<file path="config.mk">
export PLATFORM = sky130hd
export DESIGN_NAME = bist_seq_ctrl_flat
export DESIGN_NICKNAME = d
export VERILOG_FILES = /design/src/rtl/bist_seq_ctrl_if.sv /design/src/rtl/bist_seq_ctrl.sv /design/src/flat_wrapper.sv
export SDC_FILE = /design/constraint.sdc
export NUM_CORES = 1
export LEC_CHECK = 0
export CAP_MARGIN = 20
export CORE_MARGIN = 2
export CORE_UTILIZATION = 51
export DETAILED_ROUTE_END_ITERATION = 10
export PLACE_DENSITY = 0.92
export SYNTH_ARGS = -nofsm -noshare
export SYNTH_HDL_FRONTEND = slang
export SYNTH_SLANG_ARGS = --single-unit
</file>
<file path="constraint.sdc">
create_clock -name clk -period 3.5 [get_ports clk]
set_input_delay 0.7 -clock clk [delete_from_list [all_inputs] [get_ports clk]]
set_output_delay 0.7 -clock clk [all_outputs]
set_load 0.1 [all_outputs]
</file>
<file path="src/rtl/bist_seq_ctrl_if.sv">
// Host/CUT-side bundle of the BIST sequencer; golden/pass exist only with SIG_COMPARE_EN.
// Latency: none (wires only). Backpressure: none, start/abort are level-sampled by the sequencer.
`timescale 1ns/1ps
interface bist_seq_ctrl_if;
    logic        start;
    logic        abort;
    logic [9:0]  cut_pi;
    logic [14:0] cut_po;
    logic        busy;
    logic        done;
    logic [9:0]  pat_cnt;
    logic [15:0] signature;
`ifdef SIG_COMPARE_EN
    logic [15:0] golden;
    logic        pass;

    modport slave  (input  start, abort, cut_po, golden,
                    output cut_pi, busy, done, pat_cnt, signature, pass);
    modport master (output start, abort, cut_po, golden,
                    input  cut_pi, busy, done, pat_cnt, signature, pass);
`else
    modport slave  (input  start, abort, cut_po,
                    output cut_pi, busy, done, pat_cnt, signature);
    modport master (output start, abort, cut_po,
                    input  cut_pi, busy, done, pat_cnt, signature);
`endif
endinterface

</file>
<file path="src/rtl/bist_seq_ctrl.sv">
// LFSR pattern generator + MISR compactor BIST sequencer; SIG_COMPARE_EN adds golden compare/pass.
// Latency: pattern driven at edge k, its response absorbed at edge k+1; one pattern per cycle.
// Backpressure: none; abort beats start, start is ignored while running.
`timescale 1ns/1ps
module bist_seq_ctrl #(
    parameter int unsigned N_PAT     = 1023,
    parameter logic [9:0]  SEED      = 10'h001,
    parameter logic [15:0] MISR_SEED = 16'h0000
) (
    input  logic           clk,
    input  logic           rst_n,
    bist_seq_ctrl_if.slave bus
);

    typedef enum logic [1:0] {
        IDLE = 2'd0,
        RUN  = 2'd1,
        DONE = 2'd2
    } state_t;

    state_t      state_q, state_d;
    logic [9:0]  lfsr_q, lfsr_d;
    logic [9:0]  cut_pi_q, cut_pi_d;
    logic [15:0] misr_q, misr_d;
    logic [9:0]  pat_cnt_q, pat_cnt_d;

    logic [9:0]  lfsr_nxt;
    logic [15:0] misr_shift;
    logic [15:0] misr_nxt;
    logic        last_pat;

    // x^10+x^7+1 Fibonacci LFSR, and CRC-16 (0x1021) style MISR
    assign lfsr_nxt   = {lfsr_q[8:0], lfsr_q[9] ^ lfsr_q[6]};
    assign misr_shift = {misr_q[14:0], 1'b0} ^ (misr_q[15] ? 16'h1021 : 16'h0000);
    assign misr_nxt   = misr_shift ^ {1'b0, bus.cut_po};
    assign last_pat   = (pat_cnt_q == 10'(N_PAT - 1));

`ifdef SIG_COMPARE_EN
    logic pass_q, pass_d;
    assign bus.pass = pass_q;
`endif

    always_comb begin
        state_d   = state_q;
        lfsr_d    = lfsr_q;
        cut_pi_d  = cut_pi_q;
        misr_d    = misr_q;
        pat_cnt_d = pat_cnt_q;
`ifdef SIG_COMPARE_EN
        pass_d    = pass_q;
`endif
        if (bus.abort) begin
            // signature and pat_cnt are deliberately left frozen for host inspection
            state_d  = IDLE;
            cut_pi_d = '0;
`ifdef SIG_COMPARE_EN
            pass_d   = 1'b0;
`endif
        end else begin
            case (state_q)
                IDLE, DONE: begin
                    if (bus.start) begin
                        state_d   = RUN;
                        lfsr_d    = SEED;
                        cut_pi_d  = SEED;
                        misr_d    = MISR_SEED;
                        pat_cnt_d = '0;
`ifdef SIG_COMPARE_EN
                        pass_d    = 1'b0;
`endif
                    end
                end
                RUN: begin
                    misr_d    = misr_nxt;
                    pat_cnt_d = pat_cnt_q + 10'd1;
                    lfsr_d    = lfsr_nxt;
                    if (last_pat) begin
                        state_d  = DONE;
                        cut_pi_d = '0;
`ifdef SIG_COMPARE_EN
                        pass_d   = (misr_nxt == bus.golden);
`endif
                    end else begin
                        cut_pi_d = lfsr_nxt;
                    end
                end
                default: begin
                    state_d  = IDLE;
                    cut_pi_d = '0;
                end
            endcase
        end
    end

    always_ff @(posedge clk or negedge rst_n) begin
        if (!rst_n) begin
            state_q   <= IDLE;
            lfsr_q    <= SEED;
            cut_pi_q  <= '0;
            misr_q    <= '0;
            pat_cnt_q <= '0;
`ifdef SIG_COMPARE_EN
            pass_q    <= 1'b0;
`endif
        end else begin
            state_q   <= state_d;
            lfsr_q    <= lfsr_d;
            cut_pi_q  <= cut_pi_d;
            misr_q    <= misr_d;
            pat_cnt_q <= pat_cnt_d;
`ifdef SIG_COMPARE_EN
            pass_q    <= pass_d;
`endif
        end
    end

    assign bus.cut_pi    = cut_pi_q;
    assign bus.busy      = (state_q == RUN);
    assign bus.done      = (state_q == DONE);
    assign bus.pat_cnt   = pat_cnt_q;
    assign bus.signature = misr_q;

endmodule

</file>
<file path="src/flat_wrapper.sv">
// flat-port wrapper written by rule: the top's interface ports become plain ports
module bist_seq_ctrl_flat 
#(
    parameter int unsigned N_PAT     = 1023,
    parameter logic [9:0]  SEED      = 10'h001,
    parameter logic [15:0] MISR_SEED = 16'h0000
)
  (clk, rst_n, bus_start, bus_abort, bus_cut_po, bus_cut_pi, bus_busy, bus_done, bus_pat_cnt, bus_signature);
  bist_seq_ctrl_if bus_i ();
  input  logic clk;
  input  logic rst_n;
  input wire logic [$bits(bus_i.start)-1:0] bus_start;
  input wire logic [$bits(bus_i.abort)-1:0] bus_abort;
  input wire logic [$bits(bus_i.cut_po)-1:0] bus_cut_po;
  output wire logic [$bits(bus_i.cut_pi)-1:0] bus_cut_pi;
  output wire logic [$bits(bus_i.busy)-1:0] bus_busy;
  output wire logic [$bits(bus_i.done)-1:0] bus_done;
  output wire logic [$bits(bus_i.pat_cnt)-1:0] bus_pat_cnt;
  output wire logic [$bits(bus_i.signature)-1:0] bus_signature;
  assign bus_i.start = bus_start;
  assign bus_i.abort = bus_abort;
  assign bus_i.cut_po = bus_cut_po;
  assign bus_cut_pi = bus_i.cut_pi;
  assign bus_busy = bus_i.busy;
  assign bus_done = bus_i.done;
  assign bus_pat_cnt = bus_i.pat_cnt;
  assign bus_signature = bus_i.signature;
  bist_seq_ctrl #(.N_PAT(N_PAT), .SEED(SEED), .MISR_SEED(MISR_SEED)) u_core (.clk(clk), .rst_n(rst_n), .bus(bus_i));
endmodule
</file>
# Word-level counts from Yosys, hierarchy flattened

Index checks and enable logic that the tools add are counted.

Register bits: 48
Input port bits: 19
Output and inout port bits: 38

Add/subtract/negate cells: 1
Equal/unequal tests: 6
Mux-type cells: 14
Bitwise operators: 4
Reductions and logical operators: 5

Operator list:

| kind                                                                    | count |
|---|---|
| 10-bit case mux with 2 select lines                                     | 3 |
| 10-bit two-way mux                                                      | 4 |
| 16-bit case mux with 2 select lines                                     | 1 |
| 16-bit two-way mux                                                      | 1 |
| 16-bit by 15-bit bitwise XOR with 16-bit output                         | 1 |
| 16-bit bitwise XOR                                                      | 1 |
| 13-bit two-way mux                                                      | 1 |
| 10-bit by 1-bit adder with 10-bit output, second input constant         | 1 |
| 10-bit equality test, second input constant                             | 1 |
| 2-bit two-way mux                                                       | 3 |
| 2-bit case mux with 2 select lines                                      | 1 |
| 3-bit by 2-bit inequality test with 1-bit output, second input constant | 1 |
| 3-bit inequality test, second input constant                            | 1 |
| 3-bit AND reduction                                                     | 1 |
| 2-bit by 1-bit equality test with 1-bit output, second input constant   | 1 |
| 2-bit equality test, second input constant                              | 1 |
| 2-bit logical NOT                                                       | 1 |
| 2-bit inequality test, second input constant                            | 1 |
| 2-bit AND reduction                                                     | 1 |
| 2-bit nonzero test                                                      | 1 |
| 2-bit OR reduction                                                      | 1 |
| 1-bit inverter                                                          | 1 |
| 1-bit bitwise XOR                                                       | 1 |

# Depth between registers and ports, before layout

Gate-level depths: netlist of run 1.

Word-level depth: 4
Depth in mapped cells: 8
Mapped depth without buffers: 6

# Worst setup path before layout of run 1

OpenSTA, ideal clock, no wires.

Kind: reg2out
From: register u_core.state_q[0]
To: output bus_done
Arrival: 1.819 ns
Slack: 0.981 ns
Cell stages (with the launch flop): 3
Cells stage by stage: dfrtp_1 > buf_6 > nor2b_1

Longest elaborated chain between the ends: 1

RTL lines:

| what                   | RTL line             | RTL |
|---|---|---|
| from (decl)            | bist_seq_ctrl.sv:21  | `state_t state_q, state_d;` |
| from (signal assigned) | bist_seq_ctrl.sv:106 | `state_q <= state_d;` |
| 2-bit equality test    | bist_seq_ctrl.sv:119 | `assign bus.done = (state_q == DONE);` |
| to (decl)              | flat_wrapper.sv:17   | `output wire logic [$bits(bus_i.done)-1:0] bus_done;` |

Every way passes these cells.

# Final worst setup path of run 1

From: register u_core.pat_cnt_q[2] (netlist: u_core.bus.pat_cnt[2])
To: output bus_pat_cnt[2]

RTL lines:

| what                   | RTL line             | RTL |
|---|---|---|
| from (decl)            | bist_seq_ctrl.sv:25  | `logic [9:0] pat_cnt_q, pat_cnt_d;` |
| from (signal assigned) | bist_seq_ctrl.sv:110 | `pat_cnt_q <= pat_cnt_d;` |
| to (decl)              | flat_wrapper.sv:18   | `output wire logic [$bits(bus_i.pat_cnt)-1:0] bus_pat_cnt;` |

No word-level cell between the ends.

==> results of run 1 <==
-- per-stage QoR --
step           total power [mW]  hold WS (ns)  utilization  worst slack [ns]  area (µm²)
6_report                   1.89         0.204        0.694             0.872        2800
5_1_grt                    1.97         0.199        0.694             0.810        2800
4_1_cts                    1.90         0.511        0.689             0.873        2780
3_5_place_dp               1.58         0.487        0.668             0.908        2690
3_3_place_gp               1.57         0.483        0.668             0.969        2690
2_1_floorplan              1.37         0.404            -             0.981        2140
-- power by group through the flow --
stage               clock, mW  combinational [mW]  sequential (mW)
floorplan                   0               0.175             1.20
global placement            0               0.839            0.732
detailed placement          0               0.848            0.732
CTS                     0.329               0.851            0.724
global route            0.350               0.883            0.736
finish                  0.321               0.849            0.725
-- cell usage in the layout, fill, tap and decap left out, types with 2 or more instances in the layout --
cell | netlist | routed
xor2_1 | 3 | 3
clkdlybuf4s50_1 | 0 | 49
ha_1 | 2 | 2
nand2_1 | 21 | 21
clkbuf_8 | 0 | 5
a21oi_1 | 6 | 6
buf_4 | 0 | 8
nand2b_4 | 2 | 2
and4_1 | 2 | 2
o31ai_1 | 10 | 10
or4_1 | 2 | 2
or2_2 | 2 | 2
o21ai_0 | 13 | 13
nor2_1 | 7 | 7
or3_1 | 3 | 3
dfrtp_1 | 47 | 47
a22o_1 | 19 | 19
nand4_1 | 2 | 2
nand3_1 | 2 | 2
inv_1 | 4 | 4
xnor2_1 | 19 | 19
a211oi_1 | 2 | 2
-- state kept, by name (all words and copies together) (netlist names) --
signal / cells
u_core.bus.signature: 16
u_core.state_q: 2
u_core.bus.cut_pi: 10
u_core.bus.pat_cnt: 10
u_core.lfsr_q: 10
-- worst paths after layout --
| path | cells after the start | from | end | slack, ns |
|---|---|---|---|---|
| min reg2reg | 2 | u_core.lfsr_q[0] | u_core.lfsr_q[0] | 0.51 |
| max reg2reg | 4 | u_core.state_q[0] | u_core.bus.pat_cnt[7] | 1.70 |
| min in group clk | 2 | u_core.lfsr_q[0] | u_core.lfsr_q[0] | 0.51 |
| min | 1 | rst_n | u_core.bus.pat_cnt[3] | 0.20 |
| max | 1 | u_core.bus.pat_cnt[2] | bus_pat_cnt[2] | 0.87 |
| max in group asynchronous | 2 | rst_n | u_core.lfsr_q[0] | 2.80 |
-- cells by family after synthesis --
group                    synth area share
AO/OA/AOI/OAI                       0.180
buffers and inverters              0.0369
AND/OR/NAND/NOR                     0.118
adder cells (fa/ha/maj)            0.0117
flip-flops                          0.563
XOR/XNOR                           0.0902
-- final cells by class --
class | instances | share of cell area
Multi-Input combinational cell | 125 | 0.306
Inverter | 4 | 0.00537
Timing Repair Buffer | 59 | 0.206
Sequential cell | 48 | 0.430
Clock buffer | 6 | 0.0260
Clock inverter | 2 | 0.00448
Tap cell | 50 | 0.0224
-- cells in the mapped netlist, types with 2 or more instances --
library cell / count / area [µm²]
o31ai_1: 10 / 75.1
clkbuf_1: 8 / 30.0
inv_1: 4 / 15.0
buf_6: 3 / 33.8
nand3_1: 2 / 10.0
xnor2_1: 19 / 166
nor2_1: 7 / 26.3
xor2_1: 3 / 26.3
a22o_1: 19 / 166
or4_1: 2 / 15.0
a211oi_1: 2 / 15.0
o21ai_0: 13 / 65.1
nand2b_4: 2 / 27.5
a21oi_1: 6 / 30.0
and4_1: 2 / 17.5
dfrtp_1: 47 / 1180
nand4_1: 2 / 12.5
or2_2: 2 / 12.5
nand2_1: 21 / 78.8
or3_1: 3 / 18.8
ha_1: 2 / 25.0
-- routing by layer --
layer	track usage	up-vias	share of wire
li1	-	779	-
met1	0.289	814	0.43
met2	0.334	65	0.48
met3	0.0601	11	0.070
met4	0.0588	0	0.014
met5	0	-	0
==> metrics.md, run 1 <==
| Metric | Value |
|---|---|
| Status | completed |
| Pre-antenna DRT Iters | 5 |
| # rows | 23 |
| Sequential share of power | 0.383 |
| Crit start category | register |
| CP arrival | 1.93 ns |
| Global-route wire length before repair | ~7.4 mm |
| CTS Buf Count | 5 |
| CP required | 2.80 ns |
| Worst Hold Class | primary input to async pin |
| Iteration-0 DRC Markers | 182 |
| Initial antenna violation count | 0 |
| Clk_lat worst skew | roughly 0.30 ns |
| Finish-stage setup viols | 0 |
| Syn avg cell area | 11.4 µm² |
| Max clock buf depth | 2 |
| RSZ-0062 raised after global routing | no |
| Grt ovf | 0 |
| Crit path max-delay cell type | clkdlybuf4s50_1 |
| Delay-heaviest family, CP | buffers and inverters |
| FF+latch count, synth | 48 |
| Setup bufs post-CTS | 0 |
| Logic pwr share | 0.448 |
| Fin cells | 294 |
| Final WL | 4.53 mm |
| DR vias | 1,669 |
| Die area | 0.00472 mm² |
| P_sw | about 910 µW |
| Storage cell area | 0.00120 mm² |
| Internal power | a little under 1 mW |
| Crit path max fanout | 7 |
| Die X | 68.7 µm |
| PwrDens | 678 mW/mm² |
| Largest net degree at the start of global routing | between 40 and 50 |
| Total negative setup slack | 0 ns |
| Buf/Inv on CP | 1 |
| Post-layout min period | 2.63 ns |
| Static leakage | 1.20 nW |
| Crit end category | primary output |
| Gr usage total | 0.212 |
| CP Class | register to primary output |
| Max Cap Violations | 0 |
| DR WL/cell | 15.4 µm |
| Syn. warnings | 0 |
| Mapped Area | 0.00214 mm² |
| CP max stage delay | 1.17 ns |
| Vias per cell | 5.68 |
| Cts repair resizes | 0 |
| DP Cell Count | 285 |
| Dpl hpwl | 3.09 mm |
| EDFF count, synth | 0 |
| H-tree depth | 2 |
| Vias in the first global route | 1,583 |
| Clock network power share | 0.169 |
| Yosys cell types | 30 |
| CTS tree | built |
| Initial Util | 0.530 |
| Die Y | 68.7 µm |
| I/O Pins | 57 |
| Syn nets | 209 |
| Area delta synth->final | 30.9% |
| CTS Hold Bufs | 0 |
| FMAX | 381 MHz |
| CTS root buffer | clkbuf_8 |
| # fillers | 290 |
| Period utilisation layout | 0.751 |
| Post-synth ARST share | 1.00 |
| Clk sinks | between 40 and 50 |
| Antenna diode count | 0 |
| Final ANT Viol Nets | 0 |
| Buffers on Ports | 56 |
| Multi-input combinational cell area | 855 µm² |
| Drc violations | 0 |
| Nets | 264 |
| VDD IR max | 0.448 mV |
| Register area share after synthesis | 0.563 |
| Final Hold Fails | 0 |
| Slew headroom | 0.340 |
| Synthesized instance count | 188 |
| Slew Limit Fails | 0 |
| Core area | 0.00403 mm² |
| Layout cells sized above 1 | 0.0943 |
| Switch share | 0.478 |
| Final setup skew | 0.00390 ns |
| Clock transition at path regs | 0.08 ns |
| Least-Margin Pin Slew | 0.987 ns |
| Commonest register cell after synthesis | dfrtp_1 |
| Worst-path cell chain | clkdlybuf4s50_1 |
| Final GP Congestion | 0.770 |
Note: power is estimated with default switching activity, not from simulation.
==> inputs of run 2 (changes only) <==
- CORE_UTILIZATION: 51 -> 48
- PLACE_DENSITY: 0.92 -> 0.87
- clock period: 3.5 -> 2.5 ns (I/O delays scaled with it)
==> run 2 against run 1 <==
Compared with the run above: flip-flop and latch count is the same; via count grew 2.2%; non-clock buffer count grew 4; highest routed layer unchanged.
==> metrics.md, run 2 (synthesis gave the netlist of run 1 again) <==
| Metric | Value |
|---|---|
| Total negative setup slack | 0 ns (unchanged) |
| Worst Hold Class | primary input to async pin |
| Status | completed |
| RSZ-0062 raised after global routing | no |
| Vias per cell | 5.69 (+0.17%) |
| Drc violations | 0 (unchanged) |
| Commonest non-fill, non-tap cell in the layout | dfrtp_1 |
| Antenna diode count | 0 (unchanged) |
| Area delta synth->final | 29.1% |
| Post-layout min period | between 1.5 and 2 ns |
| Slew headroom | 0.510 (+0.170) |
| Worst-path cell chain | clkdlybuf4s50_1 > nand2b_4 > a2111oi_0 > xnor2_1 > nor2_1 |
| Final Cell Area | 0.00276 mm² (-1.3%) |
| Commonest cells after routing, fill and taps aside | dfrtp_1, buf_4, nand2_1 |
| CP Class | primary input to register |
| Nets | 268 (+1.5%) |
| Die X | 70.7 µm (+2.9%) |
| Die Y | 70.7 µm (+2.9%) |
| CP required | 2.69 ns (-0.11 ns) |
| Grt ovf | 0 (unchanged) |
| Flop-to-flop setup slack | 0.71 ns (-0.99 ns) |
| Buf/Inv on CP | 1 (unchanged) |
| Crit path max-delay cell type | a2111oi_0 |
| FMAX | 520 MHz |
| Clk_lat worst skew | 0.29 ns (about the same) |
| R2r startpoint | u_core.bus.pat_cnt[2] |
| Crit path max fanout | 5 (-2) |
| Reg-to-Reg End | u_core.bus.pat_cnt[5] |
| CTS Hold Bufs | 0 (unchanged) |
| Slew Limit Fails | 0 (unchanged) |
| Vias in the first global route | 1,671 (+5.6%) |
| Core area | 0.00432 mm² (+7.3%) |
| CP arrival | 2.11 ns (+0.18 ns) |
| Finish-stage setup viols | 0 (unchanged) |
| DP Area | 0.00265 mm² (-1.5%) |
| PwrDens | 988 mW/mm² (+46%) |
| Final Hold Fails | 0 (unchanged) |
| Die area | 0.00500 mm² (+5.9%) |
| # fillers | 361 (+24%) |
| Clk sinks | 48 (unchanged) |
| CTS root buffer | clkbuf_8 |
| Max clock buf depth | 2 (unchanged) |
| I/O Pins | 57 (unchanged) |
| Setup bufs post-CTS | 0 (unchanged) |
| CTS tree | built |
| Final setup skew | 0.00404 ns (+0.000139 ns) |
| DR vias | 1,706 (+2.2%) |
| Delay-heaviest family, CP | compound AO/OA/AOI/OAI gates |
| Layout cells sized above 1 | 0.238 (+0.144) |
| Least-Margin Pin Slew | 0.717 ns (-0.271 ns) |
| Gr usage total | 0.204 (-0.00818) |
| Global-route wire length before repair | 8.18 mm (+11%) |
| Max Cap Violations | 0 (unchanged) |
| # rows | 24 (+4.3%) |
| Largest register FFs | 16 (unchanged) |
| Crit end category | register |
| Final GP Congestion | 0.743 (-3.5%) |
| Largest net degree at the start of global routing | 36 (-27%) |
| Total stage count of the critical path | 5 (+4) |
| Initial antenna violation count | 0 (unchanged) |
| Static leakage | 1.28 nW (+7.2%) |
| Dpl hpwl | 3.32 mm (+7.4%) |
| DR WL/cell | 16.0 µm (+3.6%) |
| Buffers on Ports | 56 (unchanged) |
| H-tree depth | 2 (unchanged) |
| Period utilisation layout | 0.769 |
| Final WL | 4.79 mm (+5.7%) |
| Pre-antenna DRT Iters | 4 (-1) |
| CTS Buf Count | 5 (unchanged) |
| Cell depth of the worst flop-to-flop path | 4 (unchanged) |
| Final ANT Viol Nets | 0 (unchanged) |
| Clock transition at path regs | 0.08 ns (about the same) |
| Iteration-0 DRC Markers | 161 (-12%) |
| CP max stage delay | 0.69 ns (-0.48 ns) |
| Crit start category | primary input |
| Initial Util | 0.494 (-0.0362) |
| Cts repair resizes | 0 (unchanged) |
| VDD IR max | 0.811 mV (+81%) |
==> run 2: final cells by class <==
cell class              count  area, µm²  area share
inverters                   4       15.0     0.00544
clock inverters             2       35.0      0.0127
well taps                  52       65.1      0.0236
flip-flops and latches     48       1200       0.436
multi-input cells         125        855       0.310
clock buffers               6       72.6      0.0263
repair buffers             63        513       0.186
==> run 2: report_power, final <==
| part | switching [mW] | total, mW | internal [mW] |
|---|---|---|---|
| Clock | 0.245 | 0.542 | 0.297 |
| Combinational | 0.889 | 1.16 | 0.275 |
| Sequential | 0.130 | 1.02 | 0.889 |
==> run 2: through the flow <==
stage	power (mW)	setup WS, ns	instances	util	hold slack [ns]
floorplan	1.92	0.181	188	-	0.204
global placement	2.18	0.359	292	0.613	0.487
detailed placement	2.19	0.324	292	0.613	0.487
CTS	2.74	0.621	300	0.638	0.289
global route	2.83	0.490	300	0.638	0.327
finish	2.73	0.576	300	0.638	0.267
==> run 2: how the worst max path moves through the flow <==
stage,start,end,slack [ns]
2_1_floorplan,u_core.state_q[0],bus_done,0.18
3_3_place_gp,bus_start,u_core.bus.pat_cnt[2],0.36
3_5_place_dp,bus_start,u_core.bus.pat_cnt[9],0.32
4_1_cts,u_core.state_q[0],bus_busy,0.62
5_1_grt,bus_abort,u_core.bus.pat_cnt[6],0.49
6_report,bus_start,u_core.bus.pat_cnt[5],0.58
==> run 2: metal layers <==
layer | vias to the layer above | share of wire | track usage
li1 | 786 | - | -
met1 | 842 | 0.44 | 0.298
met2 | 69 | 0.48 | 0.314
met3 | 9 | 0.063 | 0.0470
met4 | 0 | 0.011 | 0.0482
met5 | - | 0 | 0
